**src/rtl/otter_pkg.sv**
```systemverilog
// Shared OTTER opcode map and operand-usage helpers used by the hazard logic.
package otter_pkg;

  typedef enum logic [6:0] {
    LUI    = 7'b0110111,
    AUIPC  = 7'b0010111,
    JAL    = 7'b1101111,
    JALR   = 7'b1100111,
    BRANCH = 7'b1100011,
    LOAD   = 7'b0000011,
    STORE  = 7'b0100011,
    OP_IMM = 7'b0010011,
    OP     = 7'b0110011,
    SYSTEM = 7'b1110011
  } opcode_t;

  localparam logic [4:0] X0 = 5'd0;

  function automatic logic uses_rs1(input logic [31:0] ir);
    return !((ir[6:0] == LUI) || (ir[6:0] == AUIPC) || (ir[6:0] == JAL));
  endfunction

  function automatic logic uses_rs2(input logic [31:0] ir);
    return (ir[6:0] == OP) || (ir[6:0] == BRANCH) || (ir[6:0] == STORE);
  endfunction

  function automatic logic writes_rd(input logic [31:0] ir);
    return !((ir[6:0] == BRANCH) || (ir[6:0] == STORE));
  endfunction

endpackage

```
**src/rtl/otter_reg_match.sv**
```systemverilog
// Compares the decode source registers against the destination of one
// downstream stage.
module otter_reg_match
  import otter_pkg::*;
(
  input  logic [31:0] de_ir,
  input  logic        de_valid,
  input  logic [31:0] stage_ir,
  input  logic        stage_valid,
  output logic        hit_rs1,
  output logic        hit_rs2
);

  logic [4:0] w_rd;
  logic       w_live;

  assign w_rd = stage_ir[11:7];

  // Only a real instruction writing a non-x0 register can be a producer.
  assign w_live  = de_valid && stage_valid && writes_rd(stage_ir) && (w_rd != X0);
  assign hit_rs1 = w_live && uses_rs1(de_ir) && (de_ir[19:15] == w_rd);
  assign hit_rs2 = w_live && uses_rs2(de_ir) && (de_ir[24:20] == w_rd);

endmodule

```
**src/rtl/otter_hazard_unit.sv**
```systemverilog
// RAW hazard unit: per-stage match, nearest-producer pick, counted interlock
// stall or operand forwarding with load-use stall, plus a stall-cycle counter.
module otter_hazard_unit
  import otter_pkg::*;
#(
  parameter int DEPTH      = 3,
  parameter int FORWARD_EN = 0,
  parameter int RF_WR_THRU = 1,
  parameter int CNT_W      = 32,
  localparam int FW        = $clog2(DEPTH + 1)
)(
  input  logic                  clk,
  input  logic                  rst,
  input  logic [31:0]           de_ir,
  input  logic                  de_valid,
  input  logic [DEPTH*32-1:0]   stage_ir,
  input  logic [DEPTH-1:0]      stage_valid,
  input  logic                  flush,
  output logic                  pc_write,
  output logic                  de_en,
  output logic                  ex_clear,
  output logic [FW-1:0]         fwd_a_sel,
  output logic [FW-1:0]         fwd_b_sel,
  output logic                  stall,
  output logic [CNT_W-1:0]      stall_cycles
);

  localparam logic [0:0] ST_RUN    = 1'b0;
  localparam logic [0:0] ST_STALL  = 1'b1;
  localparam int         NEED_BASE = (RF_WR_THRU != 0) ? DEPTH - 1 : DEPTH;

  logic [DEPTH-1:0] w_hit_rs1;
  logic [DEPTH-1:0] w_hit_rs2;
  logic [DEPTH-1:0] w_is_load;
  logic [FW-1:0]    w_need;
  logic [FW-1:0]    w_fwd_a;
  logic [FW-1:0]    w_fwd_b;
  logic [0:0]       w_state_next;
  logic [FW-1:0]    w_cnt_next;
  logic [0:0]       r_state;
  logic [FW-1:0]    r_cnt;
  logic [CNT_W-1:0] r_stall_cycles;

  generate
    for (genvar gi = 0; gi < DEPTH; gi++) begin : g_stage
      otter_reg_match u_match (
        .de_ir       (de_ir),
        .de_valid    (de_valid),
        .stage_ir    (stage_ir[gi*32 +: 32]),
        .stage_valid (stage_valid[gi]),
        .hit_rs1     (w_hit_rs1[gi]),
        .hit_rs2     (w_hit_rs2[gi])
      );
      assign w_is_load[gi] = (stage_ir[gi*32 +: 7] == LOAD);
    end
  endgenerate

  // Descending scan so the nearest (smallest index) producer wins.
  always_comb begin
    w_need = '0;
    if (FORWARD_EN != 0) begin
      if (w_is_load[0] && (w_hit_rs1[0] || w_hit_rs2[0]))
        w_need = FW'(1);
    end else begin
      for (int k = DEPTH - 1; k >= 0; k--) begin
        if ((w_hit_rs1[k] || w_hit_rs2[k]) && (NEED_BASE - k > 0))
          w_need = FW'(NEED_BASE - k);
      end
    end
  end

  // A load still in EX has no result yet, so it is never a forward source.
  always_comb begin
    w_fwd_a = '0;
    w_fwd_b = '0;
    for (int k = DEPTH - 1; k >= 0; k--) begin
      if (w_hit_rs1[k] && !(k == 0 && w_is_load[k]))
        w_fwd_a = FW'(k + 1);
      if (w_hit_rs2[k] && !(k == 0 && w_is_load[k]))
        w_fwd_b = FW'(k + 1);
    end
  end

  assign fwd_a_sel = ((FORWARD_EN != 0) && !rst) ? w_fwd_a : '0;
  assign fwd_b_sel = ((FORWARD_EN != 0) && !rst) ? w_fwd_b : '0;

  always_comb begin
    pc_write     = 1'b1;
    de_en        = 1'b1;
    ex_clear     = 1'b0;
    stall        = 1'b0;
    w_state_next = r_state;
    w_cnt_next   = r_cnt;
    if (rst) begin
      w_state_next = ST_RUN;
      w_cnt_next   = '0;
    end else if (flush) begin
      ex_clear     = 1'b1;
      w_state_next = ST_RUN;
      w_cnt_next   = '0;
    end else if (r_state == ST_STALL) begin
      pc_write = 1'b0;
      de_en    = 1'b0;
      ex_clear = 1'b1;
      stall    = 1'b1;
      if (r_cnt == FW'(1)) begin
        w_state_next = ST_RUN;
        w_cnt_next   = '0;
      end else begin
        w_cnt_next = r_cnt - FW'(1);
      end
    end else if (w_need != '0) begin
      pc_write     = 1'b0;
      de_en        = 1'b0;
      ex_clear     = 1'b1;
      stall        = 1'b1;
      w_cnt_next   = w_need - FW'(1);
      w_state_next = (w_need > FW'(1)) ? ST_STALL : ST_RUN;
    end
  end

  always_ff @(posedge clk) begin
    if (rst) begin
      r_state        <= ST_RUN;
      r_cnt          <= '0;
      r_stall_cycles <= '0;
    end else begin
      r_state <= w_state_next;
      r_cnt   <= w_cnt_next;
      if (stall && !(&r_stall_cycles))
        r_stall_cycles <= r_stall_cycles + CNT_W'(1);
    end
  end

  assign stall_cycles = rst ? '0 : r_stall_cycles;

endmodule

```
**config.mk**
```make
export PLATFORM = sky130hd
export DESIGN_NAME = otter_hazard_unit
export DESIGN_NICKNAME = d
export VERILOG_FILES = /design/src/rtl/otter_pkg.sv /design/src/rtl/otter_reg_match.sv /design/src/rtl/otter_hazard_unit.sv
export SDC_FILE = /design/constraint.sdc
export NUM_CORES = 1
export LEC_CHECK = 0
export ABC_AREA = 1
export CAP_MARGIN = 20
export CORE_MARGIN = 2
export CORE_UTILIZATION = 39
export DETAILED_ROUTE_END_ITERATION = 8
export GPL_TIMING_DRIVEN = 0
export PLACE_DENSITY = 0.83
export SLEW_MARGIN = 20
export SYNTH_ARGS = -nofsm -noshare
export SYNTH_HDL_FRONTEND = slang
export SYNTH_HIERARCHICAL = 1
export SYNTH_SLANG_ARGS = --single-unit
```
**constraint.sdc**
```tcl
create_clock -name clk -period 3.35 [get_ports clk]
set_clock_uncertainty 0.2 [all_clocks]
set_input_delay 1.005 -clock clk [delete_from_list [all_inputs] [get_ports clk]]
set_output_delay 1.005 -clock clk [all_outputs]
set_load 0.03 [all_outputs]
```
==> results of run 1 <==
[final timing paths]
| path | endpoint | slack (ns) | cells after the start |
|---|---|---|---|
| worst max-delay path | ex_clear | -0.1 | 13 |
| worst min-delay path | r_cnt[1] | 0.27 | 2 |
| worst max register to register | r_stall_cycles[24] | 1.37 | 9 |
| worst min register to register | r_cnt[1] | 0.27 | 2 |
[metal layers]
| metal | track usage | up-vias | part of all wire |
|---|---|---|---|
| li1 | - | 1873 | - |
| met1 | 0.277 | 1641 | 0.42 |
| met3 | 0.0395 | 11 | 0.071 |
| met5 | 0 | - | 0 |
| met2 | 0.382 | 150 | 0.49 |
| met4 | 0.0966 | 0 | 0.016 |
[power by group]
part | switching (mW) | internal (mW)
sequential | 0.000348 | 0.416
clock | 0.147 | 0.139
combinational | 0.0866 | 0.0700
total | 0.234 | 0.625
[Yosys cell counts]
| library cell | count | share of area |
|---|---|---|
| o21ai_0 | 8 | 0.013 |
| buf_1 | 1 | 0.0012 |
| nand3_1 | 42 | 0.067 |
| nor2_4 | 7 | 0.025 |
| nor2_2 | 14 | 0.028 |
| conb_1 | 1 | 0.0012 |
| nor3b_1 | 2 | 0.0048 |
| xor2_1 | 12 | 0.034 |
| ha_1 | 2 | 0.0080 |
| buf_6 | 4 | 0.014 |
| nand3_2 | 2 | 0.0064 |
| clkinv_1 | 17 | 0.020 |
| dfxtp_1 | 35 | 0.22 |
| clkbuf_1 | 3 | 0.0036 |
| buf_4 | 6 | 0.014 |
| or2_2 | 1 | 0.0020 |
| nand4_1 | 14 | 0.028 |
| xnor2_1 | 2 | 0.0056 |
| nand2_1 | 141 | 0.17 |
| a21oi_1 | 19 | 0.030 |
| o21ai_1 | 2 | 0.0032 |
| nand3b_4 | 1 | 0.0064 |
| inv_1 | 79 | 0.095 |
| buf_2 | 1 | 0.0016 |
| nand2_4 | 3 | 0.011 |
| nand2_2 | 7 | 0.014 |
| inv_2 | 7 | 0.0084 |
| nand3b_1 | 3 | 0.0072 |
| nor3_1 | 5 | 0.0080 |
| nor2_1 | 118 | 0.14 |
| or2_0 | 2 | 0.0040 |
[repair_timing]
item                                    in CTS  in global routing
gates cloned                                 0                  0
endpoints found under the setup margin      36                 36
setup buffers                                3                  1
gates resized for setup                    343                 48
pin swaps                                   39                 35
[registers in the layout, summed over array words and instances (netlist names)]
| name | cells |
|---|---|
| r_cnt | 2 |
| r_stall_cycles | 32 |
| r_state | 1 |
[final cells by class]
cell class | count | area, µm² | area share
flip-flops and latches | 35 | 701 | 0.173
repair buffers | 84 | 569 | 0.141
well taps | 102 | 128 | 0.0316
inverters | 103 | 392 | 0.0969
plain buffers | 15 | 149 | 0.0368
multi-input cells | 411 | 2030 | 0.503
clock buffers | 6 | 72.6 | 0.0180
[worst max-delay path: stages]
cell             delay (ns)
clkdlybuf4s15_1        0.16
nand2_1                0.05
inv_1                  0.03
nand2_1                0.10
nor2_4                 0.05
nor2_4                 0.13
nand2_1                0.08
nor2_2                 0.12
nor2_2                 0.06
nand3_4                0.09
nor2_1                 0.05
nor2_1                 0.10
buf_4                  0.18
[kinds of logic after synthesis]
kind of cell,count (synthesis),share of synthesized area
AND/OR/NAND/NOR,362,0.523
buffers and inverters,118,0.159
flip-flops,35,0.224
AO/OA/AOI/OAI,29,0.0464
XOR/XNOR,14,0.0392
adder cells (fa/ha/maj),2,0.00800
other,1,0.00120
==> impl_metrics.tcl, run 1 <==
set metrics [dict create \
    status "complete, but fails checks" \
    violations "negative setup slack" \
    core_area_um2 7770 \
    dp.cells 746 \
    final_util 0.520 \
    tns_ns -0.276 \
    setup.worst_path.end_class "output pin" \
    hold_start "r_cnt[1]" \
    mostFrequentLayoutCell "nand2_1" \
    syn_area_um2 3130 \
    numCtsBuffers 5 \
    hold_class "register to register" \
    wirelength_mm 9.32 \
    drc 0 \
    drt-pass1-iter-count 5 \
    port-buffer-count 80 \
    postRouteAntennaNets 0 \
    die_x_um 93.6 \
    track_usage 0.224 \
    insertion_delay_ns 0.29 \
    initial_core_util 0.403 \
    crit_start "stage_ir[32]" \
    die_y_um 93.6 \
    regToRegStartpoint "r_state" \
    clk_pin_slew_ns 0.07 \
    grt_pass1_wl_mm 15.7 \
    crit_type "input pin to output pin" \
    crit_fanout 4 \
    rsz0062_at_grt "true" \
    dp_slack_ns -1.24 \
    root_buffer "clkbuf_8" \
    total_power_mw 0.859 \
    final_area_um2 4040 \
    worstSetupStartpointType "input pin" \
    drt_iter0_markers 203 \
    hold_buffers 0 \
    wl_per_cell_um 12.3 \
    period_minus_slack_ns 3.45 \
    ys_seq_elements 35 \
    vias 3675 \
    synth_area_per_cell_um2 5.58 \
    nets 792 \
    diodes 0 \
    ir_drop_uv 123 \
    cts_htree_levels 2 \
    report.final.slew_viol_count 0 \
    grt_pass1_vias 3552 \
    fillers 812 \
    whs_ns 0.272 \
    mostFrequentLayoutCells "nand2_1 (137), nor2_1 (110), inv_1 (76)" \
    ios 175 \
    clock_path_buffers 2 \
    area_delta_synth_final_pct 29.2 \
    setup-violations-final 4 \
    finalWorstSetupSlack_ns -0.0977 \
    max_freq_mhz 290 \
    grt.overflow.total 0 \
    syn_inst 561 \
    dp_hpwl_mm 7.23 \
    drive_above_1_share 0.246 \
    via_per_inst 4.86 \
    die_area_um2 8760 \
    place_area_um2 4070 \
    final_cells 756 \
    cts_tree "built" \
    crit_required_ns 2.14 \
    period_share 1.03 \
    ys_warn_count 6 \
    clkSinkCount 35 \
    cp.arrival_ns 2.24 \
    synth-seq-area-share 0.224 \
    leakage_nw 1.90 \
    hold_viol 0 \
    powerDensity_nw_per_um2 213 \
    antenna_found_initial 0 \
    cap_violations 0 \
    place_congestion 0.909 \
    grt_start_max_net_pins 11 \
    synth_cell_types 31 \
    fp-row-count 32 \
]
Power figures use the tool's default switching activity.
==> run 2, diff against run 1 <==
- PLACE_DENSITY: 0.83 -> 0.85
- SYNTH_HIERARCHICAL: 1 -> unset
==> impl_metrics.tcl, run 2 <==
set metrics [dict create \
    status "complete, but fails checks" \
    violations "negative setup slack" \
    whs_ns 0.270 \
    nets 764 \
    via_per_inst 5.08 \
    crit_path_max_incr_delay_ns 0.12 \
    powerDensity_nw_per_um2 224 \
    hold_class "register to register" \
    synth_area_per_cell_um2 5.68 \
    clk_pin_slew_ns 0.07 \
    drive_above_1_share 0.178 \
    place_area_um2 3960 \
    grt_start_max_net_pins 11 \
    mostFrequentLayoutCells "nand2_1 (150), nor2_1 (84), inv_1 (59)" \
    synth_area_leader_cell "dfxtp_1" \
    diodes 0 \
    place_congestion 1.03 \
    synth_edf_count 0 \
    worstSetupStartpointType "input pin" \
    wirelength_mm 9.94 \
    insertion_delay_ns 0.29 \
    hold_viol 0 \
    report.final.slew_viol_count 0 \
    crit_type "input pin to output pin" \
    port-buffer-count 79 \
    yosysMostFrequentCell "nand2_1" \
    clkSinkCount 35 \
    crit_buf_inv 3 \
    leakage_nw 1.81 \
    largest_register_ffs 32 \
    synthTopCellsByCount "nand2_1 (157), nor2_1 (95), inv_1 (65)" \
    crit_chain "buf_6 > nor2_4 > nand2_1 > nor2_2 > nand2_1 > nor2_2 > nand2_1 > nand2_2 > nor2_4 > nand2_4 > nand2_4 > buf_6 > buf_6" \
    root_buffer "clkbuf_8" \
    track_usage 0.234 \
    numCtsBuffers 5 \
    worst_pin_slew_ns 0.520 \
    drc 0 \
    syn_area_um2 3010 \
    period_share 1.01 \
    wl_per_cell_um 13.6 \
    clock_path_buffers 2 \
    drt-pass1-iter-count 6 \
    top_register "r_stall_cycles" \
    die_y_um 91.8 \
    grt_pass1_vias 3592 \
    max_freq_mhz 295 \
    setup-violations-final 1 \
    synth_top_area_frac 0.233 \
    syn_inst 529 \
    ios 175 \
    reg_top3 "r_stall_cycles x32, r_cnt x2, r_state x1" \
    rsz0062_at_grt "true" \
    finalWorstSetupSlack_ns -0.0385 \
    cp.arrival_ns 2.18 \
    ir_drop_uv 172 \
    regToRegStartpoint "r_stall_cycles[0]" \
    synth_area_leaders "dfxtp_1 (23%), nand2_1 (20%), nor2_1 (12%)" \
    cap_violations 0 \
    total_power_mw 0.916 \
    ys_seq_elements 35 \
    ys.flop_type "dfxtp_1" \
    antenna_found_initial 0 \
    vias 3706 \
    cp_slowest_cell "nor2_2" \
    setup.worst_path.end_class "output pin" \
    die_x_um 91.8 \
    cts_htree_levels 2 \
    final_util 0.537 \
    crit_required_ns 2.14 \
    synth_cell_types 28 \
    synth-seq-area-share 0.233 \
    dp_slack_ns -1.25 \
    dp_hpwl_mm 7.48 \
    fp-row-count 32 \
    die_area_um2 8430 \
    grt_pass1_wl_mm 16.4 \
    drt_iter0_markers 304 \
    hold_start "r_state" \
    synthArstFlopShare 0 \
    period_minus_slack_ns 3.39 \
    initial_core_util 0.395 \
    crit_start "de_ir[2]" \
    postRouteAntennaNets 0 \
    max-slew-margin-rel 0.651 \
    ys_warn_count 0 \
    cp_top_family "simple AND/OR/NAND/NOR gates" \
    mostFrequentLayoutCell "nand2_1" \
    cts_tree "built" \
    core_area_um2 7610 \
    grt.overflow.total 0 \
    crit_fanout 4 \
    final_area_um2 4080 \
    area_delta_synth_final_pct 35.8 \
]
run 2: power breakdown:
group	switching [mW]	internal [mW]
Combinational	0.0877	0.0680
Clock	0.156	0.188
Sequential	0.000467	0.416
run 2: routing by layer:
metal,global-route usage,share of wire,vias up
li1,-,-,1844
met1,0.300,0.43,1684
met2,0.401,0.47,161
met3,0.0378,0.079,17
met4,0.0734,0.018,0
met5,0,0,-
run 2: worst paths after layout:
check        cells after the start                 end  slack [ns]
max                             13            pc_write       -0.04
min reg2reg                      2            r_cnt[1]        0.27
max reg2reg                     11  r_stall_cycles[26]        0.65
min                              2            r_cnt[1]        0.27
run 2: per-stage QoR:
| stage | setup TNS, ns | instances |
|---|---|---|
| final | -0.0385 | 730 |
| after global routing | -0.289 | 730 |
| after CTS | -0.294 | 730 |
| after detailed placement | -15.76 | 713 |
| after global placement | -13.80 | 713 |
| after floorplan | 0 | 532 |
run 2: repair_timing:
item,CTS,global route
setup endpoints to repair,36,5
buffers inserted,9,1
hold buffers,0,0
gates resized for setup,200,39
pin swaps,35,34
run 2: layout make-up:
class                      count  area (µm²)
multi-input combinational    406        2050
tap                          102         128
buffer                        23         145
sequential                    35         701
fill                         782        3520
inverter                      67         251
timing repair buffer          89         706
clock buffer                   8         100
run 2: worst min-delay path: stages, from the launching register on:
cell and delay, ns:
dfxtp_1 0.32, nand2_1 0.05, a21oi_1 0.05
run 2: cell families after synthesis:
logic type                 after synthesis  synth area share
DFF                                     35             0.233
and+or+nand+nor                        334             0.479
other                                    1           0.00125
AOI/OAI and AO/OA                       35            0.0591
buffers and inverters                   91             0.129
adders and majority gates                2           0.00832
xor gates and xnor gates                31            0.0903
